<file path="config.mk">
export PLATFORM = sky130hd
export DESIGN_NAME = hazard_ctrl
export DESIGN_NICKNAME = d
export VERILOG_FILES = /design/src/rtl/hazard_ctrl.sv
export SDC_FILE = /design/constraint.sdc
export NUM_CORES = 1
export LEC_CHECK = 0
export ABC_AREA = 1
export CORE_MARGIN = 2
export CORE_UTILIZATION = 38
export DETAILED_ROUTE_END_ITERATION = 8
export PLACE_DENSITY = 0.81
export RECOVER_POWER = 25
export SYNTH_ARGS = -nofsm -noshare
export SYNTH_HDL_FRONTEND = slang
export SYNTH_SLANG_ARGS = --single-unit
</file>
<file path="constraint.sdc">
create_clock -name clk -period 1.5 [get_ports clk]
set_clock_uncertainty 0.1 [all_clocks]
set_input_delay 0.225 -clock clk [delete_from_list [all_inputs] [get_ports clk]]
set_output_delay 0.225 -clock clk [all_outputs]
set_load 0.02 [all_outputs]
</file>
<file path="src/rtl/hazard_ctrl.sv">
// hazard_ctrl: stall/flush/forwarding control for the 5-stage pipeline, plus
// a data-memory wait FSM with a timeout counter and a sticky error flag.
// Optional performance counters are built when HAZARD_PERF_EN is defined.
module hazard_ctrl #(
  parameter int unsigned MEM_TIMEOUT = 16,
  parameter int unsigned CNT_W       = 32
) (
  input  logic             clk,
  input  logic             rst,
  input  logic [4:0]       rs1_addrD,
  input  logic [4:0]       rs2_addrD,
  input  logic [4:0]       rs1_addrE,
  input  logic [4:0]       rs2_addrE,
  input  logic [4:0]       rdE,
  input  logic             MemReadE,
  input  logic             PCSrcE,
  input  logic [4:0]       rdM,
  input  logic             RegWriteM,
  input  logic [4:0]       rdW,
  input  logic             RegWriteW,
  input  logic             mem_req_M,
  input  logic             mem_ready,
  output logic             StallF,
  output logic             StallD,
  output logic             StallE,
  output logic             StallM,
  output logic             FlushD,
  output logic             FlushE,
  output logic             FlushW,
  output logic [1:0]       ForwardAE,
  output logic [1:0]       ForwardBE,
`ifdef HAZARD_PERF_EN
  output logic [CNT_W-1:0] lu_cnt,
  output logic [CNT_W-1:0] flush_cnt,
  output logic [CNT_W-1:0] memwait_cnt,
`endif
  output logic             mem_err
);

  // Wait counter only needs to reach MEM_TIMEOUT-1.
  localparam int unsigned WCNT_W = (MEM_TIMEOUT > 2) ? $clog2(MEM_TIMEOUT) : 1;
  localparam logic [WCNT_W-1:0] WCNT_LAST = WCNT_W'(MEM_TIMEOUT - 1);

  // Reject parameter values the wait logic cannot honour.
  if (MEM_TIMEOUT < 2) begin : g_bad_timeout
    $error("hazard_ctrl: MEM_TIMEOUT must be at least 2");
  end
  if (CNT_W < 1) begin : g_bad_cnt_w
    $error("hazard_ctrl: CNT_W must be at least 1");
  end

  typedef enum logic [1:0] {
    S_RUN     = 2'd0,
    S_WAIT    = 2'd1,
    S_RELEASE = 2'd2
  } state_t;

  state_t            state_q, state_d;
  logic [WCNT_W-1:0] wait_cnt_q, wait_cnt_d;
  logic              mem_err_q, mem_err_d;

  logic ms_c;
  logic lu_c;

  // Forwarding source select for one EX operand; MEM beats WB, x0 never forwards.
  function automatic logic [1:0] fwd_sel(
    input logic [4:0] src,
    input logic [4:0] rd_m,
    input logic       we_m,
    input logic [4:0] rd_w,
    input logic       we_w
  );
    logic [1:0] sel;
    sel = 2'b00;
    if (we_m && (rd_m != 5'd0) && (rd_m == src)) begin
      sel = 2'b10;
    end else if (we_w && (rd_w != 5'd0) && (rd_w == src)) begin
      sel = 2'b01;
    end
    return sel;
  endfunction

  // Load in EX whose destination is read by the instruction in ID.
  assign lu_c = MemReadE && (rdE != 5'd0) &&
                ((rdE == rs1_addrD) || (rdE == rs2_addrD));

  // Memory stall: outstanding access not yet ready, except in the release cycle.
  assign ms_c = mem_req_M && !mem_ready &&
                ((state_q == S_RUN) || (state_q == S_WAIT));

  // State register: FSM state, wait counter and sticky error flag.
  always_ff @(posedge clk or posedge rst) begin
    if (rst) begin
      state_q    <= S_RUN;
      wait_cnt_q <= '0;
      mem_err_q  <= 1'b0;
    end else begin
      state_q    <= state_d;
      wait_cnt_q <= wait_cnt_d;
      mem_err_q  <= mem_err_d;
    end
  end

  // Next-state logic for the memory wait FSM and its timeout counter.
  always_comb begin
    state_d    = state_q;
    wait_cnt_d = wait_cnt_q;
    mem_err_d  = mem_err_q;
    case (state_q)
      S_RUN: begin
        if (mem_req_M && !mem_ready) begin
          state_d    = S_WAIT;
          wait_cnt_d = WCNT_W'(1);
        end
      end
      S_WAIT: begin
        if (mem_ready) begin
          state_d    = S_RUN;
          wait_cnt_d = '0;
        end else if (wait_cnt_q == WCNT_LAST) begin
          // Abandon the access; the next cycle lets it drain out of MEM.
          state_d    = S_RELEASE;
          wait_cnt_d = '0;
          mem_err_d  = 1'b1;
        end else begin
          wait_cnt_d = wait_cnt_q + WCNT_W'(1);
        end
      end
      S_RELEASE: begin
        state_d    = S_RUN;
        wait_cnt_d = '0;
      end
      default: begin
        state_d    = S_RUN;
        wait_cnt_d = '0;
      end
    endcase
  end

  // Output logic: prioritised stall/flush plus forwarding, all zero in reset.
  always_comb begin
    StallF    = 1'b0;
    StallD    = 1'b0;
    StallE    = 1'b0;
    StallM    = 1'b0;
    FlushD    = 1'b0;
    FlushE    = 1'b0;
    FlushW    = 1'b0;
    ForwardAE = 2'b00;
    ForwardBE = 2'b00;
    if (!rst) begin
      ForwardAE = fwd_sel(rs1_addrE, rdM, RegWriteM, rdW, RegWriteW);
      ForwardBE = fwd_sel(rs2_addrE, rdM, RegWriteM, rdW, RegWriteW);
      if (ms_c) begin
        // Freeze the whole front of the pipe; EX hazards are re-evaluated later.
        StallF = 1'b1;
        StallD = 1'b1;
        StallE = 1'b1;
        StallM = 1'b1;
        FlushW = 1'b1;
      end else if (PCSrcE) begin
        // Redirect squashes ID, which also removes any load-use dependency.
        FlushD = 1'b1;
        FlushE = 1'b1;
      end else if (lu_c) begin
        StallF = 1'b1;
        StallD = 1'b1;
        FlushE = 1'b1;
      end
    end
  end

  assign mem_err = mem_err_q;

`ifdef HAZARD_PERF_EN
  logic [CNT_W-1:0] lu_cnt_q, lu_cnt_d;
  logic [CNT_W-1:0] flush_cnt_q, flush_cnt_d;
  logic [CNT_W-1:0] memwait_cnt_q, memwait_cnt_d;

  // Counter increments follow the same priority as the stall/flush outputs.
  always_comb begin
    lu_cnt_d      = lu_cnt_q;
    flush_cnt_d   = flush_cnt_q;
    memwait_cnt_d = memwait_cnt_q;
    if (ms_c) begin
      memwait_cnt_d = memwait_cnt_q + CNT_W'(1);
    end else if (PCSrcE) begin
      flush_cnt_d = flush_cnt_q + CNT_W'(1);
    end else if (lu_c) begin
      lu_cnt_d = lu_cnt_q + CNT_W'(1);
    end
  end

  // Performance counter registers, wrapping naturally.
  always_ff @(posedge clk or posedge rst) begin
    if (rst) begin
      lu_cnt_q      <= '0;
      flush_cnt_q   <= '0;
      memwait_cnt_q <= '0;
    end else begin
      lu_cnt_q      <= lu_cnt_d;
      flush_cnt_q   <= flush_cnt_d;
      memwait_cnt_q <= memwait_cnt_d;
    end
  end

  assign lu_cnt      = lu_cnt_q;
  assign flush_cnt   = flush_cnt_q;
  assign memwait_cnt = memwait_cnt_q;
`endif

endmodule

</file>
==> results of run 1 <==
how the worst max path moves through the flow:
stage | to | slack, ns
after floorplan | StallF | 0.02
after CTS | FlushE | -0.09
after global routing | StallD | -0.12
after detailed placement | StallD | -0.83
after global placement | StallD | -0.79
final | FlushE | -0.06
placed cells by master, fill, tap and decap left out, types with 2 or more instances in the layout:
cell	n
nand2_1	36
nor3_2	3
a21oi_1	4
buf_6	4
buf_4	18
xnor2_1	9
nor2_1	12
clkdlybuf4s15_1	3
clkbuf_2	7
nor2_4	2
nand2_2	6
clkdlybuf4s50_1	2
nand3_1	5
o21ai_1	2
nor4_2	2
clkbuf_1	2
buf_2	9
nand3_2	5
xnor2_2	11
clkdlybuf4s15_2	2
clkbuf_4	5
inv_1	20
nor2_2	9
dfrtp_1	7
inv_2	7
dlygate4sd2_1	17
nand4_1	2
power groups by stage:
| stage | combinational (uW) | sequential [uW] | clock, uW |
|---|---|---|---|
| finish | 443 | 233 | 171 |
| global route | 482 | 237 | 187 |
| CTS | 404 | 232 | 175 |
| detailed placement | 415 | 235 | 0 |
| global placement | 403 | 234 | 0 |
| floorplan | 202 | 233 | 0 |
flip-flops by register name (all words and copies together), names as in the netlist:
name	count
wait_cnt_q	4
state_q	2
mem_err	1
Yosys cell counts:
master / count
a32o_1: 1
nor3_1: 2
nand3_1: 10
a21oi_1: 4
xnor2_1: 20
ha_1: 1
nor2_1: 18
inv_1: 24
buf_4: 3
or2_1: 2
or2_0: 1
o21ai_0: 2
nand2_2: 3
nor3_2: 1
nor4_1: 2
and3_1: 1
nand2_1: 40
nor2_4: 1
dfrtp_1: 7
xor2_1: 1
inv_2: 3
o21ai_1: 1
nand4_1: 2
nor2_2: 4
per-layer routing:
metal  routed length (um)  global-route usage  vias to the layer above  share of wire
li1                     -                   -                      602              -
met1                 1110               0.196                      545           0.37
met2                 1650               0.416                       43           0.55
met3                  208              0.0444                        2          0.070
met4                   16              0.0641                        0         0.0054
met5                    0                   0                        -              0
what timing repair did:
item | in CTS | in global routing
setup buffers | 2 | 1
resized for setup | 146 | 47
hold buffers | 0 | 0
pin swaps | 31 | 24
setup endpoints to repair | 12 | 11
cloned | 0 | 0
final cells by class:
class | count | area, sq um | share of cell area
flip-flops and latches | 7 | 175 | 0.106
repair buffers | 66 | 513 | 0.310
clock buffers | 4 | 26.3 | 0.0159
inverters | 27 | 101 | 0.0613
well taps | 28 | 35.0 | 0.0212
multi-input cells | 117 | 802 | 0.485
metrics by stage:
step / instances / total power (uW) / utilization / hold WS [ns] / setup slack [ns]
floorplan: 154 / 435 / - / -0.0551 / 0.0167
finish: 249 / 847 / 0.726 / 0.173 / -0.0637
global route: 249 / 906 / 0.726 / 0.180 / -0.119
detailed placement: 242 / 650 / 0.688 / 0.362 / -0.830
global placement: 242 / 637 / 0.688 / 0.349 / -0.788
CTS: 248 / 811 / 0.692 / 0.136 / -0.0906
kinds of logic (layout without fill, tap and decap cells):
| kind of cell | after synthesis | count (layout) | share of synthesized area |
|---|---|---|---|
| and+or+nand+nor | 87 | 87 | 0.421 |
| buffers and inverters | 30 | 97 | 0.133 |
| xor gates and xnor gates | 21 | 21 | 0.197 |
| DFF | 7 | 7 | 0.188 |
| adders and majority gates | 1 | 1 | 0.0134 |
| AOI/OAI and AO/OA | 8 | 8 | 0.0483 |
critical path, cell delays in order (launching register included):
cell and delay, ns:
dfrtp_1 0.37, or2_4 0.24, nand2_1 0.07, inv_2 0.05
nand3_2 0.07, nand2_2 0.06, buf_6 0.13
==> results.py, run 1 <==
metrics = {
    "drt": {
        "drt-initial-drc-count": 19,
        "vias": 1192,
        "routedWlPerCell_um": 12.0,
        "via_per_inst": 4.79,
        "wl_um": 2980,
        "dr.pass1.iters": 5,
        "detail-route-antenna-nets": 0,
        "drc": 0,
    },
    "global_routing": {
        "grtUsageTotal": 0.203,
        "grt_pass1_vias": 1119,
        "grt_pass1_wl_um": 4310,
        "grt_max_degree": 7,
        "antenna_found_initial": 0,
        "grt_overflow": 0,
    },
    "setup_path": {
        "rr_worst_depth": 6,
        "start_kind": "register",
        "rr_startpoint": "wait_cnt_q[0]",
        "cp.required_ns": 1.17,
        "reg2reg_slack_ns": 0.13,
        "crit_arrival_ns": 1.24,
        "end_kind": "output port",
        "r2r_end": "mem_err",
        "cp_max_fo": 2,
        "crit_type": "reg2out",
        "critPathLaunch": "state_q[1]",
    },
    "die": {
        "initial_utilization": 0.410,
        "row_count": 17,
        "dieArea_sq_um": 2870,
        "ioPinCount": 55,
        "die_y_um": 53.6,
        "core_sq_um": 2280,
        "die_x_um": 53.6,
    },
    "final_layout": {
        "layout-drive-gt1-share": 0.416,
        "diodes": 0,
        "fin_area_sq_um": 1650,
        "area_delta_synth_final_pct": 77.1,
        "nNetsFinal": 266,
        "nFillCells": 202,
    },
    "status": {
        "violations": "negative setup slack",
        "status": "finished with violations",
    },
    "timing": {
        "fin_ws_ns": -0.0637,
        "timing.final.hold_violations": 0,
        "rsz0062_at_grt": "true",
        "tightest_slew_ns": 0.252,
        "timing.final.crit_share": 1.04,
        "final_max_slew_viol_count": 0,
        "tns_ns": -0.239,
        "relSlewSlack": 0.832,
        "setup_viol_count_final": 6,
        "fin_crit_ns": 1.56,
        "fmax_mhz": 640,
    },
    "clocking": {
        "clk_path_buf_depth": 2,
        "cts_max_level": 1,
        "clkSinkCount": 7,
        "root_buffer": "clkbuf_4",
        "clk_latency_ns": 0.25,
        "cts_tree": "done",
        "clkTransAtPathRegs_ns": 0.05,
        "cts_made_buffers": 3,
    },
    "synthesis": {
        "syn_avg_cell_area_sq_um": 6.06,
        "synth_top_area_frac": 0.188,
        "netlist_top_cells_area": "dfrtp_1 (19%), xnor2_1 (19%), nand2_1 (16%)",
        "synth-seq-cells": 7,
        "synth_warnings": 0,
        "syn_inst": 154,
        "yosysTopAreaCell": "dfrtp_1",
        "netlist_area_sq_um": 933,
        "ys_seq_area_frac": 0.188,
        "synth_fp_nets": 198,
        "synth_cell_type_count": 24,
    },
    "power_and_ir_drop": {
        "ir_worst_vdd_v": 0.000533,
        "p_sw_uw": 314,
        "seq_power_share": 0.275,
        "cellPowerDensity_nw_per_um2": 512,
        "leakagePower_uw": 0.000885,
        "pwr-share-clk": 0.202,
        "combPwrFrac": 0.523,
        "intPower_uw": 532,
        "swShare": 0.371,
    },
    "hold_path": {
        "hold_class": "in2async",
    },
    "placement": {
        "dp_hpwl_um": 2230,
        "placed_area_sq_um": 1570,
        "portBuffers": 54,
        "gp_congestion": 0.770,
    },
    "job": {
        "cap_viol_max_count": 0,
    },
}
Power figures use the tool's default switching activity.
==> run 2: changes to the inputs <==
- CORE_UTILIZATION: 38 -> 50
- CTS_BUF_LIST: unset -> sky130_fd_sc_hd__clkbuf_8 sky130_fd_sc_hd__clkbuf_16
- DONT_BUFFER_PORTS: unset -> 1
- PLACE_DENSITY: 0.81 -> unset
==> run 2 against run 1 <==
Effect of this change: the run now ends clean; global-route usage decreased by 1.4 points; worst hold slack worse by 0.055 ns; utilization shrank 11 points; power fell by 14%; count of clock-buffer cells in the layout down 1; sequential power is essentially flat; design area is 35% lower; non-clock buffer count decreased by 59; register-to-register slack better by 0.04 ns; critical path depth is 1 lower; final cell count shrank 25%.
==> results.py, run 2 (synthesis results as in run 1) <==
metrics = {
    "power_and_ir_drop": {
        "leakagePower_uw": 0.000548,
        "swShare": 0.314,
        "ir_worst_vdd_v": 0.000693,
        "intPower_uw": 501,
        "combPwrFrac": 0.332,
        "seq_power_share": 0.320,
        "p_sw_uw": 229,
        "cellPowerDensity_nw_per_um2": 681,
        "pwr-share-clk": 0.348,
    },
    "global_routing": {
        "grt_max_degree": 8,
        "antenna_found_initial": 0,
        "grt_pass1_wl_um": 2950,
        "grt_overflow": 0,
        "grtUsageTotal": 0.189,
        "grt_pass1_vias": 797,
    },
    "drt": {
        "drc": 0,
        "dr.pass1.iters": 4,
        "wl_um": 2020,
        "routedWlPerCell_um": 10.8,
        "vias": 893,
        "drt-initial-drc-count": 13,
        "detail-route-antenna-nets": 0,
        "via_per_inst": 4.78,
    },
    "clocking": {
        "cts_max_level": 1,
        "cts_tree": "done",
        "clkSinkCount": 7,
        "root_buffer": "clkbuf_8",
        "clk_path_buf_depth": 2,
        "cts_made_buffers": 3,
        "clkTransAtPathRegs_ns": 0.04,
        "clk_latency_ns": 0.22,
    },
    "final_layout": {
        "area_delta_synth_final_pct": 14.9,
        "largest_reg_flops": 4,
        "layout_common_cells": "nand2_1 (37), inv_1 (22), xnor2_1 (20), nor2_1 (18), nand3_1 (9)",
        "nNetsFinal": 207,
        "nFillCells": 192,
        "diodes": 0,
        "post-route-util": 0.614,
        "layout_commonest_cell": "nand2_1",
        "regMostFlops": "wait_cnt_q",
        "layout-drive-gt1-share": 0.173,
    },
    "placement": {
        "place_ws_ns": 0.169,
        "gp_congestion": 0.836,
        "dp_hpwl_um": 1770,
        "portBuffers": 0,
    },
    "die": {
        "die_x_um": 47.2,
        "row_count": 15,
        "ioPinCount": 55,
        "initial_utilization": 0.535,
        "dieArea_sq_um": 2230,
        "die_y_um": 47.2,
        "core_sq_um": 1750,
    },
    "setup_path": {
        "cp_max_fo": 2,
        "crit_type": "reg2out",
        "max_stage_delay_ns": 0.37,
        "end_kind": "output port",
        "crit_arrival_ns": 1.12,
        "reg2reg_slack_ns": 0.17,
        "cp_slowest_cell": "dfrtp_1",
        "start_kind": "register",
        "path_cells": "or2_4, nand2_1, inv_2, nand2_2, nand2_4",
        "cp.required_ns": 1.17,
    },
    "job": {
        "cap_viol_max_count": 0,
    },
    "timing": {
        "fin_ws_ns": 0.0548,
        "fin_crit_ns": 1.45,
        "tightest_slew_ns": 0.390,
        "fmax_mhz": 692,
        "relSlewSlack": 0.739,
        "rsz0062_at_grt": "true",
        "timing.final.hold_violations": 0,
        "timing.final.crit_share": 0.963,
        "setup_viol_count_final": 0,
        "final_max_slew_viol_count": 0,
    },
    "hold_path": {
        "hold_class": "in2reg",
    },
    "status": {
        "status": "finished, final reports clean",
    },
}
==> run 2: cell count changes in the layout (fill, tap and decap cells not counted), moves of 5 or more <==
cell	change
dlygate4sd2_1	-17
buf_4	-14
xnor2_1	+11
xnor2_2	-11
buf_2	-9
clkbuf_2	-7
nor2_1	+6
nor2_2	-6
clkbuf_4	-5
==> run 2: worst max-delay path: cells and delay by family (launching register included) <==
kind                   cells  cell delay (ns)
AND/OR/NAND/NOR            4             0.49
flip-flops                 1             0.37
buffers and inverters      1             0.05
==> run 2: final cells by class <==
type	instances	area (sq um)	area share
Tap cell	25	31.3	0.0292
Clock buffer	3	41.3	0.0385
Clock inverter	1	3.75	0.00350
Timing Repair Buffer	7	55.1	0.0513
Sequential cell	7	175	0.163
Inverter	27	101	0.0945
Multi-Input combinational cell	117	664	0.620
==> run 2: final timing paths <==
| path | start | end | cells after the start |
|---|---|---|---|
| setup / recovery | state_q[1] | FlushE | 5 |
| hold / removal | mem_ready | state_q[1] | 3 |
| setup reg to reg | wait_cnt_q[0] | mem_err | 6 |
| hold reg to reg | wait_cnt_q[0] | wait_cnt_q[0] | 1 |
| max in group asynchronous | rst | wait_cnt_q[2] | 3 |
| min in group asynchronous | rst | mem_err | 3 |
==> run 2: per-layer routing <==
metal / track usage / vias up / routed length, um
met4: 0.0333 / 0 / 8
met1: 0.231 / 368 / 812
met3: 0.0577 / 2 / 197
met2: 0.329 / 40 / 999
met5: 0 / - / 0
li1: - / 483 / -
==> run 2: per-stage QoR <==
step / hold slack (ns) / total power [uW] / setup TNS, ns / instance area, sq um / instances
floorplan: -0.0551 / 435 / 0 / 950 / 154
global placement: 0.0511 / 462 / 0 / 992 / 181
detailed placement: 0.0448 / 467 / 0 / 992 / 181
CTS: 0.122 / 735 / 0 / 1060 / 187
global route: 0.151 / 786 / -0.0105 / 1070 / 187
finish: 0.118 / 730 / 0 / 1070 / 187
==> run 2: repair_timing <==
item,CTS,global route
endpoints found under the hold margin,7,0
setup endpoints to repair,7,7
hold buffers,1,0
resized for setup,3,6
pin swaps,1,3
setup buffers,1,0
==> run 2: power by group through the flow <==
stage          Clock (uW)  Combinational (uW)  Sequential (uW)
5_1_grt               272                 278              236
2_1_floorplan           0                 202              233
4_1_cts               261                 242              233
6_report              254                 242              233
3_3_place_gp            0                 227              235
3_5_place_dp            0                 230              237
==> run 3: changes to the inputs <==
- clock period: 1.5 -> 1.6 ns (I/O delays scaled with it)
==> run 3 against run 2 <==
Effect of this change: power is 6.3% lower; routed wire length is 2.8% lower; final cell count is 0.53% lower; register-to-register slack better by 0.09 ns; design area is 0.82% lower; die area stayed put; critical path depth stayed put; worst hold slack better by 0.020 ns; count of clock-buffer cells in the layout stayed put; global-route usage is 0.74 points higher; critical endpoint is now StallD; largest cell class unchanged; highest routed layer unchanged.
==> results.py, run 3 (synthesis results as in run 1) <==
metrics = {
    "status": {
        "status": "finished, final reports clean",
    },
    "placement": {
        "placed_area_sq_um": 997,
        "dp_hpwl_um": 1730,
        "gp_congestion": 0.913,
        "place_ws_ns": 0.234,
        "dp_cells": 181,
        "portBuffers": 0,
    },
    "final_layout": {
        "layout_commonest_cell": "nand2_1",
        "fin_area_sq_um": 1060,
        "layout_common_cells": "nand2_1 (37), inv_1 (23), xnor2_1 (20), nor2_1 (18), nand3_1 (9)",
        "area_delta_synth_final_pct": 13.9,
        "layout-drive-gt1-share": 0.161,
        "post-route-util": 0.609,
        "regMostFlops": "wait_cnt_q",
        "diodes": 0,
        "largest_reg_flops": 4,
        "fin_cells": 186,
        "nFillCells": 194,
        "nNetsFinal": 206,
    },
    "die": {
        "die_x_um": 47.2,
        "initial_utilization": 0.535,
        "die_y_um": 47.2,
        "row_count": 15,
        "core_sq_um": 1750,
        "ioPinCount": 55,
        "dieArea_sq_um": 2230,
    },
    "setup_path": {
        "cp_max_fo": 3,
        "crit_arrival_ns": 1.20,
        "max_stage_delay_ns": 0.40,
        "cp_slowest_cell": "dfrtp_1",
        "crit_type": "reg2out",
        "end_kind": "output port",
        "path_cells": "or2_4, nor2_4, inv_2, nand2_2, buf_12",
        "cp.required_ns": 1.26,
        "start_kind": "register",
    },
    "timing": {
        "timing.final.hold_violations": 0,
        "relSlewSlack": 0.727,
        "setup_viol_count_final": 0,
        "tns_ns": 0,
        "fin_ws_ns": 0.0602,
        "fmax_mhz": 649,
        "fin_crit_ns": 1.54,
        "rsz0062_at_grt": "false",
        "final_max_slew_viol_count": 0,
        "tightest_slew_ns": 0.408,
        "timing.final.crit_share": 0.962,
    },
    "drt": {
        "drc": 0,
        "routedWlPerCell_um": 10.5,
        "vias": 922,
        "drt-initial-drc-count": 18,
        "via_per_inst": 4.96,
        "dr.pass1.iters": 4,
        "wl_um": 1960,
        "detail-route-antenna-nets": 0,
    },
    "clocking": {
        "clkSinkCount": 7,
        "root_buffer": "clkbuf_8",
        "cts_max_level": 1,
        "cts_made_buffers": 3,
        "clk_path_buf_depth": 2,
        "clkTransAtPathRegs_ns": 0.04,
        "postCtsSetupBuffers": 0,
        "cts_tree": "done",
        "clk_latency_ns": 0.22,
    },
    "global_routing": {
        "grt_pass1_wl_um": 3010,
        "grt_max_degree": 8,
        "grt_util_met1": 0.206,
        "grt_pass1_vias": 820,
        "grt-busiest-layer": "met2",
        "grtUsageMet2": 0.337,
        "grt_overflow": 0,
        "antenna_found_initial": 0,
        "grtUsageTotal": 0.196,
        "grt_util_met3": 0.100,
    },
    "power_and_ir_drop": {
        "ir_worst_vdd_v": 0.000439,
        "cellPowerDensity_nw_per_um2": 643,
        "leakagePower_uw": 0.000544,
    },
    "job": {
        "cap_viol_max_count": 0,
    },
    "hold_path": {
        "hold_class": "in2reg",
    },
}
run 3: worst max-delay path, delay by kind of cell, from the launching register on:
kind | cells | cell delay, ns
DFF | 1 | 0.40
and+or+nand+nor | 3 | 0.41
buffers and inverters | 2 | 0.16
run 3: path summary, 6_finish.rpt:
kind	from	to	slack (ns)	cells past startpoint
worst max-delay path	state_q[1]	StallD	0.06	5
worst min-delay path	mem_ready	state_q[1]	0.14	3
worst max register to register	wait_cnt_q[0]	mem_err	0.26	6
worst min register to register	wait_cnt_q[0]	wait_cnt_q[0]	0.40	1
max in group asynchronous	rst	wait_cnt_q[0]	0.67	3
min in group asynchronous	rst	mem_err	0.46	3
run 3: final cells by class:
type	count	area (sq um)	area share
multi-input combinational	117	654	0.615
clock buffer	3	41.3	0.0388
timing repair buffer	6	56.3	0.0529
inverter	27	101	0.0953
clock inverter	1	3.75	0.00353
tap	25	31.3	0.0294
sequential	7	175	0.165
run 3: metrics by stage:
step | total power, uW | hold WS, ns
after floorplan | 405 | -0.0401
after CTS | 693 | 0.134
after global placement | 437 | 0.0871
final | 683 | 0.138
after global routing | 737 | 0.145
after detailed placement | 444 | 0.0892
run 3: timing repair:
item,CTS,global route
resized for setup,1,6
endpoints found under the setup margin,2,4
pin swaps,0,2
hold buffers,1,0
endpoints found under the hold margin,7,0
cloned,0,0
run 3: power by group:
part,switching [uW],leakage [uW],internal (uW),total [uW]
combinational,122,0.000428,104,225
clock,71.7,0.0000269,165,237
sequential,20.2,0.0000887,201,221
run 3: per-layer routing:
| layer | wire length (um) | vias up |
|---|---|---|
| met5 | 0 | - |
| met4 | 10 | 0 |
| met3 | 268 | 2 |
| met2 | 926 | 46 |
| met1 | 756 | 394 |
| li1 | - | 480 |
